## src/rtl/exu_wbck_pkg.sv

```systemverilog
// Shared widths and FSM encodings for the EXU writeback/commit stage.
package exu_wbck_pkg;

    localparam int WBCK_XLEN       = 32;
    localparam int WBCK_RFIDX_W    = 5;
    localparam int WBCK_OUTS_CNT_W = 2;
    localparam int WBCK_INSTRET_W  = 64;

    typedef enum logic [1:0] {
        WBCK_RUN    = 2'd0,
        WBCK_DRAIN  = 2'd1,
        WBCK_HALTED = 2'd2
    } wbck_state_e;

endpackage

```

## src/rtl/exu_wbck_if.sv

```systemverilog
// Handshake and result bundle between ALU/LSU, the writeback stage and the regfile/commit side.
interface exu_wbck_if #(
    parameter int XLEN    = 32,
    parameter int RFIDX_W = 5
);
    logic               alu_wbck_i_valid;
    logic               alu_wbck_i_ready;
    logic [XLEN-1:0]    alu_wbck_i_wdat;
    logic [RFIDX_W-1:0] alu_wbck_i_rdidx;
    logic               alu_wbck_i_rdwen;
    logic               alu_cmt_i_ebreak;
    logic [XLEN-1:0]    alu_cmt_i_pc;

    logic               lsu_req_fire;
    logic               lsu_wbck_i_valid;
    logic               lsu_wbck_i_ready;
    logic [XLEN-1:0]    lsu_wbck_i_wdat;
    logic [RFIDX_W-1:0] lsu_wbck_i_rdidx;
    logic               lsu_wbck_i_rdwen;
    logic               lsu_outs_full;

    logic               rf_wbck_o_ena;
    logic [RFIDX_W-1:0] rf_wbck_o_idx;
    logic [XLEN-1:0]    rf_wbck_o_wdat;
    logic               cmt_o_halt;
    logic [XLEN-1:0]    cmt_o_halt_pc;
    logic [63:0]        cmt_o_instret;

    // Upstream/environment side.
    modport master (
        output alu_wbck_i_valid, alu_wbck_i_wdat, alu_wbck_i_rdidx, alu_wbck_i_rdwen,
               alu_cmt_i_ebreak, alu_cmt_i_pc,
               lsu_req_fire, lsu_wbck_i_valid, lsu_wbck_i_wdat, lsu_wbck_i_rdidx,
               lsu_wbck_i_rdwen,
        input  alu_wbck_i_ready, lsu_wbck_i_ready, lsu_outs_full,
               rf_wbck_o_ena, rf_wbck_o_idx, rf_wbck_o_wdat,
               cmt_o_halt, cmt_o_halt_pc, cmt_o_instret
    );

    // Writeback stage side.
    modport slave (
        input  alu_wbck_i_valid, alu_wbck_i_wdat, alu_wbck_i_rdidx, alu_wbck_i_rdwen,
               alu_cmt_i_ebreak, alu_cmt_i_pc,
               lsu_req_fire, lsu_wbck_i_valid, lsu_wbck_i_wdat, lsu_wbck_i_rdidx,
               lsu_wbck_i_rdwen,
        output alu_wbck_i_ready, lsu_wbck_i_ready, lsu_outs_full,
               rf_wbck_o_ena, rf_wbck_o_idx, rf_wbck_o_wdat,
               cmt_o_halt, cmt_o_halt_pc, cmt_o_instret
    );

endinterface

```

## src/rtl/exu_wbck_outs_cnt.sv

```systemverilog
// Saturating up/down counter of LSU requests still waiting for their writeback.
module exu_wbck_outs_cnt #(
    parameter int W = 2
) (
    input  logic         clk,
    input  logic         rst_n,
    input  logic         inc,
    input  logic         dec,
    output logic [W-1:0] cnt,
    output logic         full
);

    localparam logic [W-1:0] MAX = '1;

    // Simultaneous inc/dec cancel; overflow and underflow hold the value.
    always_ff @(posedge clk) begin
        if (!rst_n) begin
            cnt <= '0;
        end else if (inc && !dec && cnt != MAX) begin
            cnt <= cnt + 1'b1;
        end else if (dec && !inc && cnt != '0) begin
            cnt <= cnt - 1'b1;
        end
    end

    assign full = (cnt == MAX);

endmodule

```

## src/rtl/exu_wbck.sv

```systemverilog
// Writeback/commit stage: LSU-priority arbitration onto one registered regfile
// write port, outstanding-LSU tracking, ebreak halt FSM and instret counter.
module exu_wbck
    import exu_wbck_pkg::*;
#(
    parameter int XLEN       = WBCK_XLEN,
    parameter int RFIDX_W    = WBCK_RFIDX_W,
    parameter int OUTS_CNT_W = WBCK_OUTS_CNT_W
) (
    input  logic       clk,
    input  logic       rst_n,
    exu_wbck_if.slave  wb
);

    typedef struct packed {
        logic [XLEN-1:0]    wdat;
        logic [RFIDX_W-1:0] rdidx;
        logic               rdwen;
    } wbck_req_t;

    wbck_state_e              state;
    logic [OUTS_CNT_W-1:0]    outs_cnt;
    logic                     outs_full;

    logic                     alu_ready, lsu_ready;
    logic                     alu_xfer, lsu_xfer, any_xfer, alu_ebrk;
    wbck_req_t                alu_req, lsu_req, sel_req;
    logic                     sel_wen;

    logic                     rf_ena;
    logic [RFIDX_W-1:0]       rf_idx;
    logic [XLEN-1:0]          rf_wdat;
    logic                     halt;
    logic [XLEN-1:0]          halt_pc;
    logic [WBCK_INSTRET_W-1:0] instret;

    // Readys are held low while reset is asserted so nothing looks accepted.
    assign lsu_ready = rst_n & (state != WBCK_HALTED);
    assign alu_ready = rst_n & (state == WBCK_RUN) & ~wb.lsu_wbck_i_valid;

    assign alu_xfer = wb.alu_wbck_i_valid & alu_ready;
    assign lsu_xfer = wb.lsu_wbck_i_valid & lsu_ready;
    assign any_xfer = alu_xfer | lsu_xfer;
    assign alu_ebrk = alu_xfer & wb.alu_cmt_i_ebreak;

    assign alu_req = '{wdat: wb.alu_wbck_i_wdat, rdidx: wb.alu_wbck_i_rdidx,
                       rdwen: wb.alu_wbck_i_rdwen};
    assign lsu_req = '{wdat: wb.lsu_wbck_i_wdat, rdidx: wb.lsu_wbck_i_rdidx,
                       rdwen: wb.lsu_wbck_i_rdwen};
    assign sel_req = lsu_xfer ? lsu_req : alu_req;
    // x0 is hardwired and ebreak retires without a register result.
    assign sel_wen = sel_req.rdwen & (sel_req.rdidx != '0) & ~alu_ebrk;

    exu_wbck_outs_cnt #(.W(OUTS_CNT_W)) u_outs_cnt (
        .clk   (clk),
        .rst_n (rst_n),
        .inc   (wb.lsu_req_fire),
        .dec   (lsu_xfer),
        .cnt   (outs_cnt),
        .full  (outs_full)
    );

    always_ff @(posedge clk) begin
        if (!rst_n) begin
            state   <= WBCK_RUN;
            rf_ena  <= 1'b0;
            rf_idx  <= '0;
            rf_wdat <= '0;
            halt    <= 1'b0;
            halt_pc <= '0;
            instret <= '0;
        end else begin
            rf_ena <= any_xfer & sel_wen;
            if (any_xfer) begin
                rf_idx  <= sel_req.rdidx;
                rf_wdat <= sel_req.wdat;
                instret <= instret + 64'd1;
            end
            case (state)
                WBCK_RUN: begin
                    if (alu_ebrk) begin
                        halt_pc <= wb.alu_cmt_i_pc;
                        if (outs_cnt == '0 ||
                            (outs_cnt == OUTS_CNT_W'(1) && lsu_xfer)) begin
                            state <= WBCK_HALTED;
                            halt  <= 1'b1;
                        end else begin
                            state <= WBCK_DRAIN;
                        end
                    end
                end
                WBCK_DRAIN: begin
                    if (outs_cnt == '0) begin
                        state <= WBCK_HALTED;
                        halt  <= 1'b1;
                    end
                end
                WBCK_HALTED: ;
                default: state <= WBCK_RUN;
            endcase
        end
    end

    assign wb.alu_wbck_i_ready = alu_ready;
    assign wb.lsu_wbck_i_ready = lsu_ready;
    assign wb.lsu_outs_full    = outs_full;
    assign wb.rf_wbck_o_ena    = rf_ena;
    assign wb.rf_wbck_o_idx    = rf_idx;
    assign wb.rf_wbck_o_wdat   = rf_wdat;
    assign wb.cmt_o_halt       = halt;
    assign wb.cmt_o_halt_pc    = halt_pc;
    assign wb.cmt_o_instret    = instret;

endmodule

```

## src/flat_wrapper.sv

```systemverilog
// flat-port wrapper written by rule: the top's interface ports become plain ports
module exu_wbck_flat import exu_wbck_pkg::*;
#(
    parameter int XLEN       = WBCK_XLEN,
    parameter int RFIDX_W    = WBCK_RFIDX_W,
    parameter int OUTS_CNT_W = WBCK_OUTS_CNT_W
)
  (clk, rst_n, wb_alu_wbck_i_valid, wb_alu_wbck_i_wdat, wb_alu_wbck_i_rdidx, wb_alu_wbck_i_rdwen, wb_alu_cmt_i_ebreak, wb_alu_cmt_i_pc, wb_lsu_req_fire, wb_lsu_wbck_i_valid, wb_lsu_wbck_i_wdat, wb_lsu_wbck_i_rdidx, wb_lsu_wbck_i_rdwen, wb_alu_wbck_i_ready, wb_lsu_wbck_i_ready, wb_lsu_outs_full, wb_rf_wbck_o_ena, wb_rf_wbck_o_idx, wb_rf_wbck_o_wdat, wb_cmt_o_halt, wb_cmt_o_halt_pc, wb_cmt_o_instret);
  exu_wbck_if #(.XLEN(XLEN), .RFIDX_W(RFIDX_W)) wb_i ();
  input  logic clk;
  input  logic rst_n;
  input wire logic [$bits(wb_i.alu_wbck_i_valid)-1:0] wb_alu_wbck_i_valid;
  input wire logic [$bits(wb_i.alu_wbck_i_wdat)-1:0] wb_alu_wbck_i_wdat;
  input wire logic [$bits(wb_i.alu_wbck_i_rdidx)-1:0] wb_alu_wbck_i_rdidx;
  input wire logic [$bits(wb_i.alu_wbck_i_rdwen)-1:0] wb_alu_wbck_i_rdwen;
  input wire logic [$bits(wb_i.alu_cmt_i_ebreak)-1:0] wb_alu_cmt_i_ebreak;
  input wire logic [$bits(wb_i.alu_cmt_i_pc)-1:0] wb_alu_cmt_i_pc;
  input wire logic [$bits(wb_i.lsu_req_fire)-1:0] wb_lsu_req_fire;
  input wire logic [$bits(wb_i.lsu_wbck_i_valid)-1:0] wb_lsu_wbck_i_valid;
  input wire logic [$bits(wb_i.lsu_wbck_i_wdat)-1:0] wb_lsu_wbck_i_wdat;
  input wire logic [$bits(wb_i.lsu_wbck_i_rdidx)-1:0] wb_lsu_wbck_i_rdidx;
  input wire logic [$bits(wb_i.lsu_wbck_i_rdwen)-1:0] wb_lsu_wbck_i_rdwen;
  output wire logic [$bits(wb_i.alu_wbck_i_ready)-1:0] wb_alu_wbck_i_ready;
  output wire logic [$bits(wb_i.lsu_wbck_i_ready)-1:0] wb_lsu_wbck_i_ready;
  output wire logic [$bits(wb_i.lsu_outs_full)-1:0] wb_lsu_outs_full;
  output wire logic [$bits(wb_i.rf_wbck_o_ena)-1:0] wb_rf_wbck_o_ena;
  output wire logic [$bits(wb_i.rf_wbck_o_idx)-1:0] wb_rf_wbck_o_idx;
  output wire logic [$bits(wb_i.rf_wbck_o_wdat)-1:0] wb_rf_wbck_o_wdat;
  output wire logic [$bits(wb_i.cmt_o_halt)-1:0] wb_cmt_o_halt;
  output wire logic [$bits(wb_i.cmt_o_halt_pc)-1:0] wb_cmt_o_halt_pc;
  output wire logic [$bits(wb_i.cmt_o_instret)-1:0] wb_cmt_o_instret;
  assign wb_i.alu_wbck_i_valid = wb_alu_wbck_i_valid;
  assign wb_i.alu_wbck_i_wdat = wb_alu_wbck_i_wdat;
  assign wb_i.alu_wbck_i_rdidx = wb_alu_wbck_i_rdidx;
  assign wb_i.alu_wbck_i_rdwen = wb_alu_wbck_i_rdwen;
  assign wb_i.alu_cmt_i_ebreak = wb_alu_cmt_i_ebreak;
  assign wb_i.alu_cmt_i_pc = wb_alu_cmt_i_pc;
  assign wb_i.lsu_req_fire = wb_lsu_req_fire;
  assign wb_i.lsu_wbck_i_valid = wb_lsu_wbck_i_valid;
  assign wb_i.lsu_wbck_i_wdat = wb_lsu_wbck_i_wdat;
  assign wb_i.lsu_wbck_i_rdidx = wb_lsu_wbck_i_rdidx;
  assign wb_i.lsu_wbck_i_rdwen = wb_lsu_wbck_i_rdwen;
  assign wb_alu_wbck_i_ready = wb_i.alu_wbck_i_ready;
  assign wb_lsu_wbck_i_ready = wb_i.lsu_wbck_i_ready;
  assign wb_lsu_outs_full = wb_i.lsu_outs_full;
  assign wb_rf_wbck_o_ena = wb_i.rf_wbck_o_ena;
  assign wb_rf_wbck_o_idx = wb_i.rf_wbck_o_idx;
  assign wb_rf_wbck_o_wdat = wb_i.rf_wbck_o_wdat;
  assign wb_cmt_o_halt = wb_i.cmt_o_halt;
  assign wb_cmt_o_halt_pc = wb_i.cmt_o_halt_pc;
  assign wb_cmt_o_instret = wb_i.cmt_o_instret;
  exu_wbck #(.XLEN(XLEN), .RFIDX_W(RFIDX_W), .OUTS_CNT_W(OUTS_CNT_W)) u_core (.clk(clk), .rst_n(rst_n), .wb(wb_i));
endmodule
```

## config.mk

```make
export PLATFORM = sky130hd
export DESIGN_NAME = exu_wbck_flat
export DESIGN_NICKNAME = d
export VERILOG_FILES = /design/src/rtl/exu_wbck_pkg.sv /design/src/rtl/exu_wbck_if.sv /design/src/rtl/exu_wbck_outs_cnt.sv /design/src/rtl/exu_wbck.sv /design/src/flat_wrapper.sv
export SDC_FILE = /design/constraint.sdc
export NUM_CORES = 1
export LEC_CHECK = 0
export BUFFER_PORTS_ARGS = -buffer_cell sky130_fd_sc_hd__buf_2
export CAP_MARGIN = 10
export CORE_MARGIN = 3
export CORE_UTILIZATION = 36
export CTS_CLUSTER_SIZE = 12
export DETAILED_ROUTE_END_ITERATION = 7
export GPL_TIMING_DRIVEN = 0
export HOLD_SLACK_MARGIN = 0.12
export PLACE_DENSITY = 0.68
export SLEW_MARGIN = 20
export SYNTH_ARGS = -nofsm -noshare
export SYNTH_HDL_FRONTEND = slang
export SYNTH_SLANG_ARGS = --single-unit
```

## constraint.sdc

```tcl
create_clock -name clk -period 4.36 [get_ports clk]
set_input_delay 0.436 -clock clk [delete_from_list [all_inputs] [get_ports clk]]
set_output_delay 0.436 -clock clk [all_outputs]
set_load 0.005 [all_outputs]
```

==> results of run 1 <==
## worst max path at each step
| stage | startpoint | end | cells after the start | slack [ps] |
|---|---|---|---|---|
| after floorplan | u_core.wb.cmt_o_instret[0] | u_core.wb.cmt_o_instret[46] | 8 | 2440 |
| after global placement | rst_n | u_core.wb.rf_wbck_o_ena | 7 | 1750 |
| after detailed placement | rst_n | u_core.wb.cmt_o_instret[63] | 8 | 1710 |
| after CTS | u_core.wb.cmt_o_instret[25] | u_core.wb.cmt_o_instret[46] | 6 | 1930 |
| after global routing | u_core.wb.cmt_o_instret[25] | u_core.wb.cmt_o_instret[46] | 6 | 1730 |
| final | u_core.wb.cmt_o_instret[25] | u_core.wb.cmt_o_instret[46] | 6 | 1920 |
## layout make-up
type | instances | area, µm²
buffer | 49 | 215.2
clock buffer | 21 | 470.5
clock inverter | 10 | 163.9
fill | 1696 | 8768
inverter | 13 | 48.80
multi-input combinational | 567 | 3374
sequential | 139 | 2783
tap | 225 | 281.5
timing repair buffer | 250 | 1251
## registers in the layout, indices dropped and copies added (netlist names)
| name | flops |
|---|---|
| u_core.state | 2 |
| u_core.wb.cmt_o_instret | 64 |
| u_core.wb.rf_wbck_o_ena | 1 |
| u_core.wb.rf_wbck_o_idx | 5 |
| u_core.wb.cmt_o_halt_pc | 32 |
| u_core.wb.rf_wbck_o_wdat | 32 |
| u_core.wb.cmt_o_halt | 1 |
| u_core.u_outs_cnt.cnt | 2 |
## power by group through the flow
stage               combinational, mW  sequential [mW]  clock, mW
floorplan                       0.135             1.37          0
global placement                0.280             1.37          0
detailed placement              0.282             1.37          0
CTS                             0.283             1.34       1.58
global route                    0.313             1.35       1.63
finish                          0.279             1.34       1.56
## metrics by stage
| stage | cells | util [%] | total power [mW] | setup WS, ps |
|---|---|---|---|---|
| floorplan | 768 | - | 1.508 | 2445 |
| global placement | 1243 | 45.83 | 1.651 | 1747 |
| detailed placement | 1243 | 45.83 | 1.652 | 1714 |
| CTS | 1274 | 49.48 | 3.204 | 1930 |
| global route | 1274 | 49.48 | 3.297 | 1735 |
| finish | 1274 | 49.48 | 3.179 | 1922 |
## kinds of logic (layout without fill, tap and decap cells)
family / count (synthesis) / count (layout) / synth area share, %
buffers and inverters: 62 / 343 / 4.111
XOR/XNOR: 22 / 22 / 3.001
adder cells (fa/ha/maj): 4 / 4 / 0.7795
flip-flops: 139 / 139 / 43.34
AND/OR/NAND/NOR: 354 / 354 / 29.11
multiplexers: 20 / 20 / 3.118
AO/OA/AOI/OAI: 167 / 167 / 16.54
## critical path, cell delays in order, from the launching register on
cell	delay, ps
dfxtp_1	480
nand4_4	210
nor3_1	450
nand4_1	370
buf_2	310
or4_1	410
a21oi_1	140
## cell usage in the layout (no fill, tap or decap), types with 21 or more instances in the layout
| cell | n |
|---|---|
| a21oi_1 | 72 |
| buf_2 | 263 |
| clkbuf_1 | 34 |
| dfxtp_1 | 139 |
| nand2_1 | 132 |
| nand3_1 | 36 |
| nand4_1 | 23 |
| nor2_1 | 54 |
| o21ai_0 | 33 |
| or4_1 | 21 |
## per-layer routing
| metal | up-vias | GRT usage (%) |
|---|---|---|
| li1 | 3332 | - |
| met1 | 3099 | 26.12 |
| met2 | 279 | 34.15 |
| met3 | 28 | 5.395 |
| met4 | 0 | 6.629 |
| met5 | - | 0 |
==> flow_summary.json, run 1 <==
{
  "run_status": "complete, no violations",
  "finalCriticalPeriod_ps": 2438,
  "synth-edff-count": 0,
  "reg2reg_to": "u_core.wb.cmt_o_instret[46]",
  "p_seq_share_pct": 42.3,
  "wl_um": 20480,
  "route.detailed.drc": 0,
  "synthCells": 768,
  "slew_headroom_pct": 52.94,
  "layout-drive-gt1-share_pct": 30.79,
  "path_max_fanout": 10,
  "core_area_mm2": 0.01736,
  "dr.pass1.iters": 5,
  "postRouteAntennaNets": 0,
  "hold_buffers": 0,
  "leakage_nw": 3.638,
  "overflow": 0,
  "insertion_delay_ps": 420,
  "ys_ff_latch": 139,
  "met1_length_um": 8856,
  "netlist-cell-type-count": 60,
  "placedInstanceArea_mm2": 0.007954,
  "syn_to_final_growth_pct": 33.75,
  "final.setup_skew_ps": 7.522,
  "holdWs_ps": 254.0,
  "wl_per_cell_um": 16.07,
  "netlist.area_leader.share_pct": 43.34,
  "p_switching_uw": 737.0,
  "whs_endpoint": "u_core.wb.cmt_o_halt_pc[22]",
  "synth_seq_area_share_pct": 43.34,
  "cap_violations": 0,
  "drt_iter0_markers": 400,
  "combPwrFrac_pct": 8.8,
  "yosys.area.top_type": "dfxtp_1",
  "synth_area_mm2": 0.006421,
  "yosysWarnings": 0,
  "cts_tree": "done",
  "syn_avg_cell_area_um2": 8.361,
  "setup_viol": 0,
  "hold_viol_final": 0,
  "numPortBuffers": 250,
  "synthTopCellsByArea": "dfxtp_1, nand2_1, a21oi_1",
  "slew_viol_final": 0,
  "path_clk_slew_ps": 60,
  "top_layer": "met4",
  "die_area_mm2": 0.01948,
  "worst_pin_slew_ps": 701.2,
  "ios": 252,
  "hold_class": "in -> reg",
  "ctsResizeCount": 0,
  "post-cts-setup-buffers": 0,
  "met2_length_um": 9762,
  "r2r_cells": 6,
  "antenna_found_initial": 0,
  "tns_ps": 0,
  "required_ps": 4710,
  "synthArstFlopShare_pct": 0,
  "r2r-start": "u_core.wb.cmt_o_instret[25]",
  "rsz0062_at_grt": "no",
  "endpoint_kind": "register",
  "start_util_pct": 37.00,
  "cts.sinks": 139,
  "rows": 48,
  "fin_area_mm2": 0.008588,
  "route.met3.wl_um": 1514,
  "grt_max_degree": 17,
  "yosys-top-cells-count": "dfxtp_1, nand2_1, a21oi_1, nor2_1, nand3_1",
  "cts_buffers": 17,
  "fin_crit_sh_pct": 55.91,
  "via_per_inst": 5.289,
  "pwr-share-clk_pct": 48.9,
  "cts_buffer_depth": 2,
  "diodes": 0,
  "hp-start": "wb_alu_cmt_i_pc[22]",
  "swShare_pct": 23.18,
  "vdd_ir_drop_max_v": 0.0002684,
  "yosysMostFrequentCell": "dfxtp_1",
  "vias": 6738,
  "min_path_cells": 3,
  "ys.flop_type": "dfxtp_1",
  "critPathKind": "reg -> reg",
  "die_y_um": 139.6,
  "cts.htree.levels": 4,
  "power_density_mw_per_mm2": 370.2,
  "place_congestion": 0.8734,
  "grt_pass1_wl_um": 32650,
  "arrival_ps": 2790,
  "grt.total_usage_pct": 20.54,
  "p_int_mw": 2.442,
  "synthesis.nets": 886,
  "hpwlAfterDp_um": 15480,
  "grt_pass1_vias": 6340,
  "cts-root-buf": "clkbuf_16",
  "fmax_mhz": 410.2,
  "critPathLaunchType": "register",
  "die_x_um": 139.6,
  "final_nets": 1155,
  "ff2ff_setup_slack_ps": 1920
}
No activity file was read; power rests on OpenSTA's default activity.
==> run 2: changes to the inputs <==
Settings changed: ABC_AREA from default to 1, PLACE_DENSITY 0.68 to 0.67.
Clock period 4.36 ns to 2.5 ns, I/O delays scaled along.
==> flow_summary.json, run 2 <==
{
  "run_status": "complete, no violations",
  "yosysMostFrequentCell": "nand2_1",
  "ios": 252,
  "drt_iter0_markers": 479,
  "wl_um": 26020,
  "slew_viol_final": 0,
  "die_area_mm2": 0.02100,
  "required_ps": 2810,
  "final_util_pct": 53.22,
  "netlist-cell-type-count": 38,
  "setup_viol": 0,
  "final_nets": 1536,
  "grt_max_degree": 17,
  "via_per_inst": 4.918,
  "ys.flop_type": "dfxtp_1",
  "overflow": 0,
  "dp.cells": 1562,
  "netlist.area_leader.share_pct": 40.06,
  "grt.total_usage_pct": 24.10,
  "leakage_nw": 4.439,
  "synth_seq_area_share_pct": 40.06,
  "largest_register_ffs": 64,
  "insertion_delay_ps": 430,
  "syn_avg_cell_area_um2": 6.602,
  "arrival_ps": 2540,
  "layout-drive-gt1-share_pct": 24.18,
  "fmax_mhz": 449.0,
  "hold_class": "in -> reg",
  "ctsResizeCount": 0,
  "synthArstFlopShare_pct": 0,
  "die_x_um": 144.9,
  "path_max_fanout": 10,
  "worst_pin_slew_ps": 612.7,
  "antenna_found_initial": 0,
  "instances_no_fill": 1691,
  "ys_ff_latch": 139,
  "yosys-top-cells-count": "nand2_1, nor2_1, dfxtp_1, inv_1, a21oi_1",
  "critPathKind": "reg -> reg",
  "mostFrequentLayoutCell": "nand2_1",
  "grt_pass1_wl_um": 41100,
  "yosysWarnings": 0,
  "synthCells": 1052,
  "cts.htree.levels": 4,
  "finalCriticalPeriod_ps": 2227,
  "cap_violations": 0,
  "cts_buffers": 17,
  "hpwlAfterDp_um": 19050,
  "numPortBuffers": 250,
  "grt_pass1_vias": 8105,
  "holdWs_ps": 151.0,
  "dr.pass1.iters": 5,
  "cts-root-buf": "clkbuf_16",
  "rows": 50,
  "wl_per_cell_um": 15.38,
  "syn_to_final_growth_pct": 44.28,
  "cts_buffer_depth": 2,
  "fin_crit_sh_pct": 89.08,
  "placedInstanceArea_mm2": 0.008522,
  "place_ws_ps": 588.7,
  "fin_area_mm2": 0.01002,
  "setup_slack_ps": 272.9,
  "post-cts-setup-buffers": 0,
  "route.detailed.drc": 0,
  "synthesis.nets": 1170,
  "cts.sinks": 139,
  "yosys.area.top_type": "dfxtp_1",
  "rsz0062_at_grt": "no",
  "vias": 8317,
  "diodes": 0,
  "vdd_ir_drop_max_v": 0.0004584,
  "endpoint_kind": "register",
  "postRouteAntennaNets": 0,
  "synthTopCellsByArea": "dfxtp_1, nand2_1, nor2_1",
  "place_congestion": 0.9292,
  "synth-edff-count": 0,
  "synth_area_mm2": 0.006945,
  "path_clk_slew_ps": 70,
  "cts_tree": "done",
  "critPathLaunchType": "register",
  "final.setup_skew_ps": 11.27,
  "tns_ps": 0,
  "power_density_mw_per_mm2": 532.9,
  "die_y_um": 144.9,
  "layout_common_cells": "nand2_1, buf_2, nor2_1",
  "slew_headroom_pct": 59.15,
  "start_util_pct": 36.88,
  "hold_viol_final": 0,
  "total_power_mw": 5.341,
  "core_area_mm2": 0.01883
}
-- run 2: changes by cell type after synthesis, moves of 12 or more --
cell	delta
o31ai_1	-18
inv_1	+67
o21ai_0	+25
or4_1	-21
nor2_1	+110
mux2i_1	-20
clkbuf_1	-19
or3_1	-15
nand2_1	+191
xnor2_1	-15
a31oi_1	+30
a311oi_1	-20
nor2_2	+12
-- run 2: per-layer routing --
metal  share of wire [%]  global-route usage, %  vias to the layer above
met2                  49                  42.32                      364
met3                 7.7                  5.934                       65
met5                   0                      0                        -
met1                  39                  27.52                     3762
li1                    -                      -                     4126
met4                 4.3                  11.31                        0
-- run 2: power by group --
part	internal, mW	leakage, nW	switching, mW	total, mW
Sequential	2.29	1.13	0.0450	2.34
Combinational	0.346	3.06	0.357	0.703
Clock	1.28	0.244	1.02	2.30
-- run 2: final cells by class --
class | instances | area [µm²]
multi-input combinational | 786 | 3606
buffer | 42 | 235.2
timing repair buffer | 347 | 2222
tap | 260 | 325.3
clock buffer | 20 | 436.7
sequential | 139 | 2783
fill | 1883 | 8810
inverter | 85 | 321.6
clock inverter | 12 | 91.34
-- run 2: critical path: stages (launching register included) --
cell and delay [ps]:
dfxtp_1 370, inv_1 100, nand2_1 100, nand3_2 120
nand2_4 140, buf_6 170, buf_6 170, buf_2 240
a31oi_1 120, dlygate4sd3_1 570
-- run 2: cell families (layout without fill, tap and decap cells) --
| family | Yosys count | count (layout) | synth area share (%) |
|---|---|---|---|
| buffers and inverters | 127 | 506 | 8.017 |
| flip-flops | 139 | 139 | 40.06 |
| AND/OR/NAND/NOR | 607 | 607 | 37.42 |
| XOR/XNOR | 5 | 5 | 0.6305 |
| adder cells (fa/ha/maj) | 4 | 4 | 0.7206 |
| AO/OA/AOI/OAI | 170 | 170 | 13.15 |
-- run 2: path summary, 6_finish.rpt --
path | depth (start not counted) | slack, ps | from | endpoint
max | 9 | 270 | u_core.state[0] | u_core.wb.rf_wbck_o_wdat[29]
min | 3 | 150 | wb_lsu_wbck_i_wdat[8] | u_core.wb.rf_wbck_o_wdat[8]
max reg2reg | 9 | 270 | u_core.state[0] | u_core.wb.rf_wbck_o_wdat[29]
min reg2reg | 2 | 450 | u_core.wb.cmt_o_halt | u_core.wb.cmt_o_halt
-- run 2: what timing repair did --
action                     4_1_cts  5_1_grt
hold endpoints to repair        65        1
hold buffers                    96        1
setup endpoints to repair        0        0
